<file path="src/rtl/rx_i2s.sv">
// I2S receiver: decodes an externally clocked bclk/lrck/sdata stream and emits
// left/right words as MSB-first bytes into the capture FIFO.
module rx_i2s #(
   parameter int TIMEOUT_CLKS = 256
) (
   input  logic       clk_i,
   input  logic       reset_n_i,
   input  logic [1:0] bit_depth_i,
   input  logic       bclk_i,
   input  logic       lrck_i,
   input  logic       sdata_i,
   output logic       wr_input_FIFO_en_o,
   output logic [7:0] wr_input_FIFO_data_o,
   input  logic       wr_input_FIFO_full_i,
   output logic       input_streaming_o,
   output logic       overrun_o,
   output logic       slot_error_o
);

   localparam logic [1:0] BIT_DEPTH_16  = 2'd0;
   localparam logic [1:0] BIT_DEPTH_24  = 2'd1;
   localparam logic [1:0] BIT_DEPTH_DOP = 2'd2;
   localparam logic [1:0] BIT_DEPTH_32  = 2'd3;
   localparam int TW = $clog2(TIMEOUT_CLKS + 1);

   typedef enum logic {IDLE, STREAM} state_t;

   state_t        state;
   state_t        state_next;
   logic [2:0]    bclk_sync;
   logic [1:0]    lrck_sync;
   logic [1:0]    sdata_sync;
   logic          rise;
   logic          lr;
   logic          sd;
   logic          lrck_prev;
   logic          boundary;
   logic [5:0]    depth;
   logic [5:0]    depth_sel;
   logic [5:0]    bitcnt;
   logic [5:0]    count_incl;
   logic [31:0]   shreg;
   logic [31:0]   word_full;
   logic [31:0]   word_aligned;
   logic [31:0]   hold;
   logic [2:0]    bytes_left;
   logic [TW-1:0] idle_cnt;
   logic          timeout;
   logic          capture;
   logic          short_slot;
   logic          emit_word;
   logic          pending;
   logic          last_byte;
   logic          accept;

   always_ff @(posedge clk_i or negedge reset_n_i) begin
      if (!reset_n_i) begin
         bclk_sync  <= '0;
         lrck_sync  <= '0;
         sdata_sync <= '0;
      end else begin
         bclk_sync  <= {bclk_sync[1:0], bclk_i};
         lrck_sync  <= {lrck_sync[0], lrck_i};
         sdata_sync <= {sdata_sync[0], sdata_i};
      end
   end

   assign rise     = bclk_sync[1] & ~bclk_sync[2];
   assign lr       = lrck_sync[1];
   assign sd       = sdata_sync[1];
   assign boundary = rise & (lr != lrck_prev);

   always_comb begin
      depth_sel = 6'd16;
      case (bit_depth_i)
         BIT_DEPTH_16:  depth_sel = 6'd16;
         BIT_DEPTH_24:  depth_sel = 6'd24;
         BIT_DEPTH_DOP: depth_sel = 6'd24;
         BIT_DEPTH_32:  depth_sel = 6'd32;
         default:       depth_sel = 6'd16;
      endcase
   end

   // The boundary bit is the LSB of the slot that is ending, so it joins the word.
   assign count_incl   = (bitcnt < depth) ? bitcnt + 6'd1 : bitcnt;
   assign word_full    = (bitcnt < depth) ? {shreg[30:0], sd} : shreg;
   assign word_aligned = word_full << (6'd32 - depth);
   assign capture      = boundary & (count_incl == depth);
   assign short_slot   = boundary & (count_incl != depth);
   assign timeout      = (state == STREAM) & ~rise & (idle_cnt == TW'(TIMEOUT_CLKS - 1));
   assign emit_word    = capture & (state == STREAM);

   always_ff @(posedge clk_i or negedge reset_n_i) begin
      if (!reset_n_i) begin
         idle_cnt <= '0;
      end else if (rise) begin
         idle_cnt <= '0;
      end else if (idle_cnt != TW'(TIMEOUT_CLKS)) begin
         idle_cnt <= idle_cnt + 1'b1;
      end
   end

   always_ff @(posedge clk_i or negedge reset_n_i) begin
      if (!reset_n_i) begin
         state <= IDLE;
      end else begin
         state <= state_next;
      end
   end

   // Alignment waits for a right-to-left change so the first word emitted is always a left word.
   always_comb begin
      state_next = state;
      case (state)
         IDLE:    if (boundary && lrck_prev && !lr) state_next = STREAM;
         STREAM:  if (timeout) state_next = IDLE;
         default: state_next = IDLE;
      endcase
   end

   always_ff @(posedge clk_i or negedge reset_n_i) begin
      if (!reset_n_i) begin
         depth <= 6'd16;
      end else if (state == IDLE) begin
         depth <= depth_sel;
      end
   end

   always_ff @(posedge clk_i or negedge reset_n_i) begin
      if (!reset_n_i) begin
         shreg     <= '0;
         bitcnt    <= '0;
         lrck_prev <= 1'b0;
      end else if (timeout) begin
         shreg  <= '0;
         bitcnt <= '0;
      end else if (rise) begin
         lrck_prev <= lr;
         if (bitcnt < depth) shreg <= {shreg[30:0], sd};
         if (boundary) begin
            bitcnt <= '0;
         end else if (bitcnt < depth) begin
            bitcnt <= bitcnt + 6'd1;
         end
      end
   end

   always_ff @(posedge clk_i or negedge reset_n_i) begin
      if (!reset_n_i) begin
         slot_error_o <= 1'b0;
      end else begin
         slot_error_o <= short_slot & (state == STREAM);
      end
   end

   assign pending              = (bytes_left != 3'd0);
   assign wr_input_FIFO_en_o   = pending & ~wr_input_FIFO_full_i;
   assign wr_input_FIFO_data_o = hold[31:24];
   assign last_byte            = wr_input_FIFO_en_o & (bytes_left == 3'd1);
   assign accept               = emit_word & (~pending | last_byte);

   // The holding register stays left-aligned so the next byte is always the top byte.
   always_ff @(posedge clk_i or negedge reset_n_i) begin
      if (!reset_n_i) begin
         hold       <= '0;
         bytes_left <= '0;
      end else if (timeout) begin
         hold       <= '0;
         bytes_left <= '0;
      end else if (accept) begin
         hold       <= word_aligned;
         bytes_left <= depth[5:3];
      end else if (wr_input_FIFO_en_o) begin
         hold       <= hold << 8;
         bytes_left <= bytes_left - 3'd1;
      end
   end

   always_ff @(posedge clk_i or negedge reset_n_i) begin
      if (!reset_n_i) begin
         overrun_o <= 1'b0;
      end else if (state == IDLE && state_next == STREAM) begin
         overrun_o <= 1'b0;
      end else if (emit_word && !accept) begin
         overrun_o <= 1'b1;
      end
   end

   assign input_streaming_o = (state == STREAM);

endmodule

</file>
<file path="config.mk">
export PLATFORM = sky130hd
export DESIGN_NAME = rx_i2s
export DESIGN_NICKNAME = d
export VERILOG_FILES = /design/src/rtl/rx_i2s.sv
export SDC_FILE = /design/constraint.sdc
export NUM_CORES = 1
export LEC_CHECK = 0
export CORE_MARGIN = 2
export CORE_UTILIZATION = 55
export DETAILED_ROUTE_END_ITERATION = 12
export GPL_TIMING_DRIVEN = 0
export PLACE_DENSITY = 0.73
export SLEW_MARGIN = 20
export SYNTH_ARGS = -nofsm -noshare
export SYNTH_HDL_FRONTEND = slang
export SYNTH_SLANG_ARGS = --single-unit
</file>
<file path="constraint.sdc">
create_clock -name clk_i -period 3.5 [get_ports clk_i]
set_input_delay 0.35 -clock clk_i [delete_from_list [all_inputs] [get_ports clk_i]]
set_output_delay 0.35 -clock clk_i [all_outputs]
set_load 0.01 [all_outputs]
</file>
---- Word-level counts from Yosys, hierarchy flattened ----
Cells that the tools add are included.
W data, S select, Z words.
word-level totals
  output and inout bits ................... 12
  input bits .............................. 8
  word-level logic and storage cells ...... 81
  flip-flop bits (word level) ............. 99
operators by class
  reductions and logical operators ........ 14
  shift-type cells ........................ 1
  muxes and demuxes ....................... 21
  bitwise gates (word level) .............. 18
  add/subtract/negate cells ............... 4
  $lt $le $gt $ge ......................... 1
  equal/unequal tests ..................... 9
operators with widths
  operator               count
  $mux W32               6
  $shl A32 B6 Y32        1
  $mux W6                4
  $mux W9                2
  $pmux W6 S3            1
  $and A1 B1 Y1          11
  $add A9 B1 Y9 const B  1
  $eq A9 B8 Y1 const B   1
  $mux W3                3
  $ne A9 B9 Y1 const B   1
  $add A6 B1 Y6 const B  1
  $eq A6 B6 Y1           1
  $lt A6 B6 Y1           1
  $ne A6 B6 Y1           1
  $not A1 Y1             6
  $reduce_bool A2 Y1     3
  $reduce_bool A3 Y1     2
  $sub A6 B6 Y6 const A  1
  $eq A2 B2 Y1 const B   2
  $logic_and A1 B1 Y1    4
  $mux W1                4
  $eq A3 B1 Y1 const B   1
  $sub A3 B1 Y3 const B  1
  $eq A2 B1 Y1 const B   1
  other kinds (7)        8

---- Longest topological paths before layout ----
Gate-level depths: netlist (run 1).
  depth after elaboration ................. 10
  depth in mapped cells ................... 11
  gate-level depth less buffers ........... 8

---- Worst setup path after synthesis (run 1) ----
No wires, ideal clock.
  kind .................................... register to register
  start ................................... register depth[4]
  end ..................................... register hold[27]
  data required time ...................... 3.417 ns
  arrival time ............................ 2.423 ns
  path buffers ............................ 1
  clock period less this slack ............ 2.506 ns
  path slack .............................. 0.994 ns
  library setup time ...................... 0.083 ns
  stages on the path, launching flop included .. 10
  path through ............................ dfstp_2 inv_1 ha_1 nand2_1 nand4_1 o211a_1 o221a_4 buf_6 or4_1 o21ai_0
on the way
  word-level cells in the longest chain between the ends .. 8
  elaborated cells between the ends (all ways) .. 12
  those cells by class .................... add/sub: 1; order compare: 1; eq/ne: 1; shift: 1; mux: 4; bitwise: 3; reduce/logical: 1
ends and longest elaborated chain
  item                                                  RTL line  source
  start, declared                                       38        logic [5:0] depth;
  start signal, assigned                                125       depth <= depth_sel;
  branches (longest 8 deep; another with $lt A6 B6 Y1)  n/a
  end signal, assigned                                  171       hold <= word_aligned;
  end signal, assigned                                  174       hold <= hold << 8;
  end, declared                                         45        logic [31:0] hold;
Several ways; the timed one is not identified.
A chain may end at the register's enable or synchronous reset.

---- Worst setup path after layout (run 1) ----
  start ................................... register depth[5]
  end ..................................... register hold[28]
The elaborated chain is that of the path after synthesis.

==> results.toml, run 1 <==
[clock_network]
root_buffer = "clkbuf_8"
clkLatencyLatePin_ns = 0.37
h-tree-depth = 3
clkSinkCount = 96
cts_buffers = 9
cts_setup_buffers = 0
clkTransAtPathRegs_ns = 0.09
cts_tree = "yes"
cts_buffer_depth = 2

[yosys]
netlist_instances = 582
synth_area_leader_cell = "dfrtp_1"
avgSynthCellArea_um2 = 9.27
postSynth.asyncResetShare_pct = 100
synthTopCellsByArea = "dfrtp_1 44%, mux2i_1 6.1%, o21ai_0 6.1%"
yosys_register_bits = 96
synth_top_area_share_pct = 44.1
synth-seq-area-share_pct = 44.6
yosysWarningCount = 0
synth-edff-count = 0
netlist-cell-type-count = 53
synthesis.area_um2 = 5390
synth_nets = 602
synth_flop_cell = "dfrtp_1"

[timing]
skew_ns = 0.0112
setup_violations = 0
rsz0062_at_grt = "no"
drv_slew = 0
hold_viol = 0
timing.final.crit_share_pct = 88.1
worst_pin_slew_ns = 0.959
fmax_ghz = 0.324
slew_headroom_pct = 36.1
layout_min_cycle_time_ns = 3.08
fin_ws_ns = 0.416

[floorplanning]
die_h_um = 103
start_util_pct = 55.9
ios = 20
row_count = 36
core_um2 = 9640
die-area_um2 = 10600
chipWidth_um = 103

[routing]
drt-pass1-iter-count = 5
viasPerCell = 5.90
vias = 4438
totalWireLength_um = 13000
wl_per_cell_um = 17.3
post-route-drc-count = 0
drt-initial-drc-count = 352
postRouteAntennaNets = 0

[place]
dp_hpwl_um = 9600
dp_cells = 735
place.gp.congestion = 0.992
port_buffers = 19
post-place-ws_ns = 0.512

[outcome]
status = "finished clean"

[setup_path]
slowest_delay_ns = 0.48
critical_path.top_delay_family = "compound AO/OA/AOI/OAI gates"
required_ns = 3.73
rrSetupSlack_ns = 0.42
crit_path_top_delay_cell = "dfrtp_1"
crit_chain = "inv_1 -> ha_1 -> a21oi_2 -> o21a_1 -> buf_4 -> buf_4 -> buf_2 -> mux2i_1 -> o22ai_1 -> o21ai_0 -> o21ai_0"
path_buf_inv = 4
worst_ep_arrival_time_ns = 3.31
worst-setup-path-type = "register to register"
crit_fanout = 10
startpoint_type = "register"
endpoint_kind = "register"

[global_routing]
grt_pass1_wl_um = 21000
track_usage_pct = 26.2
antenna_found_initial = 0
grt_max_degree = 64
gr-total-overflow = 0
first_global_vias = 4136

[final_layout]
syn2layout_area_growth_pct = 11.3
final_common_cell = "dfrtp_1"
layout_common_cells = "95 x dfrtp_1, 87 x nand2_1, 66 x o21ai_0"
drive_gt1_share_pct = 9.85
n_fill_cell = 882
insertedDiodeCount = 0
fin_nets = 634
instances_no_fill = 752

[pwr]
finalPower_uw = 4220
p_leak_uw = 0.00268
peakVddDrop_uv = 354
power_density_nw_per_um2 = 702

[run]
drv_cap = 0

[hold_path]
hold_path_class = "register to register"
==> synthesized netlist by cell type, types with 6 or more instances <==
cell,count
a21oi_1,15
nand4_1,10
mux4_2,8
and2_1,10
or4_1,17
xnor2_1,6
o21ai_0,66
dfrtp_1,95
ha_1,12
mux2i_1,33
o21ai_1,10
clkbuf_1,25
nand2b_1,11
inv_1,10
buf_4,12
nand3_1,11
o211ai_1,9
nand2_1,87
o22ai_1,16
nor2_1,57
==> timing repair <==
| action | in CTS | in global routing |
|---|---|---|
| hold endpoints to repair | 32 | 0 |
| hold buffers | 1 | 0 |
| resized for setup | 0 | 0 |
==> through the flow <==
| step | util [%] | hold WS, ns | area (um2) | setup TNS, ns |
|---|---|---|---|---|
| after floorplan | - | 0.0544 | 5390 | 0 |
| after global placement | 59.6 | 0.332 | 5750 | -134.01 |
| after detailed placement | 59.9 | 0.266 | 5780 | 0 |
| after CTS | 62.3 | 0.358 | 6000 | 0 |
| after global routing | 62.3 | 0.363 | 6000 | 0 |
| final | 62.3 | 0.354 | 6000 | 0 |
==> where the power goes <==
part	switching, uW	internal [uW]	leakage, uW
Combinational	1040	833	0.00132
Clock	392	389	0.000109
Sequential	220	1350	0.00126
==> area by class of cell <==
cell class | count | area [um2] | area share, %
Clock inverter | 4 | 51.3 | 0.854
Multi-Input combinational cell | 428 | 2690 | 44.8
Buffer | 47 | 256 | 4.27
Sequential cell | 96 | 2400 | 40.0
Clock buffer | 12 | 165 | 2.75
Timing Repair Buffer | 21 | 229 | 3.81
Tap cell | 133 | 166 | 2.77
Inverter | 11 | 41.3 | 0.688
==> layer usage <==
layer / wire, um / part of all wire (%) / global-route usage (%) / up-vias
met5: 0 / 0 / 0 / -
met4: 282 / 2.2 / 10.6 / 0
met3: 736 / 5.7 / 4.61 / 29
met2: 6150 / 47 / 40.5 / 141
met1: 5810 / 45 / 36.7 / 2163
li1: - / - / - / 2105
==> sequential cells by signal, summed over array words and instances, names as in the netlist <==
name               count
hold                  32
shreg                 32
idle_cnt               9
bitcnt                 6
bclk_sync              3
bytes_left             3
depth                  3
lrck_sync              2
sdata_sync             2
input_streaming_o      1
lrck_prev              1
overrun_o              1
slot_error_o           1
==> path summary, 6_finish.rpt <==
check                             startpoint            end  cells after the start
max in group asynchronous          reset_n_i  sdata_sync[1]                      3
worst min-delay path            lrck_sync[0]   lrck_sync[1]                      0
worst max-delay path                depth[5]       hold[28]                     11
min in group asynchronous          reset_n_i        hold[5]                      2
worst min register to register  lrck_sync[0]   lrck_sync[1]                      0
worst max register to register      depth[5]       hold[28]                     11
==> logic make-up (layout without fill, tap and decap cells) <==
logic type	Yosys count	in the layout	share of synthesized area (%)
and+or+nand+nor	221	221	19.4
AOI/OAI and AO/OA	138	138	15.2
DFF	96	96	44.6
buffers and inverters	58	95	5.52
muxes	45	45	10.3
adders and majority gates	12	12	2.78
xor gates and xnor gates	12	12	2.23
Power figures use the tool's default switching activity.
==> inputs of run 2 (changes only) <==
--- a/config.mk
+++ b/config.mk
@@ -6,10 +6,10 @@
 export NUM_CORES = 1
 export LEC_CHECK = 0
 export CORE_MARGIN = 2
-export CORE_UTILIZATION = 55
+export CORE_UTILIZATION = 49
 export DETAILED_ROUTE_END_ITERATION = 12
 export GPL_TIMING_DRIVEN = 0
-export PLACE_DENSITY = 0.73
+export PLACE_DENSITY = 0.66
 export SLEW_MARGIN = 20
 export SYNTH_ARGS = -nofsm -noshare
 export SYNTH_HDL_FRONTEND = slang
==> run 2 against run 1 <==
  * Clock skew is 0.0026 ns lower
  * Register-to-register slack got worse by 0.02 ns
  * Wire length rose by 0.47%
  * Die area grew 12%
  * Core utilization down 6.3 points
  * Critical path depth unchanged
  * Maximum frequency fell by 0.52%
  * Final cell count grew 0.80%
  * Combinational power hardly changed
  * Sequential cell count stayed put
  * First-iteration DRC count up 46%
  * Power rose by 2.1%
  * Critical path type unchanged
  * Largest cell class unchanged
==> results.toml, run 2 (same netlist as run 1, synthesis figures left out) <==
[timing]
rsz0062_at_grt = "no"
worst_pin_slew_ns = 0.813
skew_ns = 0.00864
timing.final.crit_share_pct = 88.6
fmax_ghz = 0.323
fin_ws_ns = 0.400
slew_headroom_pct = 45.8
layout_min_cycle_time_ns = 3.10
drv_slew = 0
setup_violations = 0
worst_hold_slack_ns = 0.354
hold_viol = 0

[setup_path]
endpoint_kind = "register"
r2r_end = "hold[21]"
worst-setup-path-type = "register to register"
required_ns = 3.77
worst_ep_arrival_time_ns = 3.37
crit_path_top_delay_cell = "mux2i_1"
rrSetupSlack_ns = 0.40
reg2reg_from = "depth[5]"
crit_start = "depth[5]"
startpoint_type = "register"
crit_fanout = 10
crit_path_frequent_cell = "buf_4"
slowest_delay_ns = 0.49
crit_chain = "inv_1 -> ha_1 -> a21oi_2 -> o21a_1 -> buf_4 -> buf_4 -> buf_2 -> mux2i_1 -> o22ai_1 -> o211ai_1 -> nand2_1"
ff2ff_path_depth = 11

[pwr]
internal_power_uw = 2670
switching_share_pct = 38.0
p_sw_uw = 1640
clkPwrFrac_pct = 20.5
sequentialPowerShare_pct = 36.3
p_comb_share_pct = 43.2
peakVddDrop_uv = 281
power_density_nw_per_um2 = 712
finalPower_uw = 4300
p_leak_uw = 0.00269

[global_routing]
track_usage_pct = 23.6
antenna_found_initial = 0
grt_pass1_wl_um = 21300
grt_max_degree = 82
gr-total-overflow = 0
first_global_vias = 4158

[hold_path]
holdPathStages = 0
hp-start = "sdata_sync[0]"
hold_end = "sdata_sync[1]"
hold_path_class = "register to register"

[clock_network]
root_buffer = "clkbuf_8"
cts_tree = "yes"
cts_buffers = 9
h-tree-depth = 3
clkSinkCount = 96
cts_setup_buffers = 0
clkTransAtPathRegs_ns = 0.09
clkLatencyLatePin_ns = 0.38
cts_buffer_depth = 2

[final_layout]
drive_gt1_share_pct = 9.71
syn2layout_area_growth_pct = 12.0
top_regs = "hold: 32 flops, shreg: 32 flops, idle_cnt: 9 flops"
fin_nets = 634
layout_common_cells = "95 x dfrtp_1, 87 x nand2_1, 66 x o21ai_0"
insertedDiodeCount = 0
instances_no_fill = 758
final_common_cell = "dfrtp_1"

[routing]
totalWireLength_um = 13000
post-route-drc-count = 0
wl_met3_um = 746
postRouteAntennaNets = 0
drt-initial-drc-count = 513
wl_met2_um = 5960
viasPerCell = 5.82
wl_per_cell_um = 17.2
wl_met1_um = 5940
vias = 4413
routed.top_layer = "met4"
drt-pass1-iter-count = 5

[place]
dp_cells = 742
place.gp.congestion = 0.955
dp_hpwl_um = 9610
port_buffers = 19
post-place-ws_ns = 0.518

[floorplanning]
die-area_um2 = 11900
row_count = 38
ios = 20
die_h_um = 109
core_um2 = 10800
start_util_pct = 50.0
chipWidth_um = 109

[outcome]
status = "finished clean"

[run]
drv_cap = 0
[run 2: changes by cell type in the layout (fill, tap and decap cells not counted)]
cell	before	now
bufinv_16	1	3
clkbuf_8	12	10
clkinvlp_4	1	2
clkinv_4	1	0
clkinv_2	1	0
[run 2: area by class of cell]
class                   count  area [um2]
inverters                  11        41.3
clock inverters             5         105
repair buffers             21         229
well taps                 140         175
fillers                   962        4750
plain buffers              47         256
flip-flops and latches     96        2400
multi-input cells         428        2690
clock buffers              10         138
[run 2: per-stage QoR]
step	util, %	instance area [um2]	TNS, ns
4_1_cts	56.0	6040	0
3_3_place_gp	53.4	5760	-142.65
5_1_grt	56.0	6040	0
6_report	56.0	6040	0
2_1_floorplan	-	5390	0
3_5_place_dp	53.6	5790	0
[run 2: how the worst max path moves through the flow]
stage                         end  slack (ns)  cells past startpoint
2_1_floorplan            hold[27]        0.99                      9
3_3_place_gp          idle_cnt[3]       -1.51                      1
3_5_place_dp             hold[21]        0.52                     11
4_1_cts        wr_input_FIFO_en_o        0.49                      7
5_1_grt        wr_input_FIFO_en_o        0.24                      7
6_report                 hold[21]        0.40                     11
[run 2: worst max-delay path, delay by kind of cell (launching register included)]
| family | cells | cell delay [ns] |
|---|---|---|
| buffers and inverters | 4 | 0.83 |
| and+or+nand+nor | 1 | 0.09 |
| muxes | 1 | 0.49 |
| DFF | 1 | 0.45 |
| AOI/OAI and AO/OA | 4 | 0.78 |
| adders and majority gates | 1 | 0.33 |
[run 2: per-layer routing]
metal  track usage [%]  vias to the layer above
met5                 0                        -
met4              9.16                        0
met3              4.96                       34
met2              35.8                      141
met1              33.2                     2131
li1                  -                     2107
[run 2: power by group through the flow]
stage,combinational [uW],clock (uW),sequential [uW]
final,1860,882,1560
after floorplan,1350,0,1520
after CTS,1850,897,1560
after global placement,1800,0,1570
after detailed placement,1830,0,1580
after global routing,2050,957,1590
[run 2: repair_timing]
action | 4_1_cts | 5_1_grt
endpoints found under the hold margin | 15 | 0
hold buffers | 1 | 0
gates resized for setup | 0 | 0
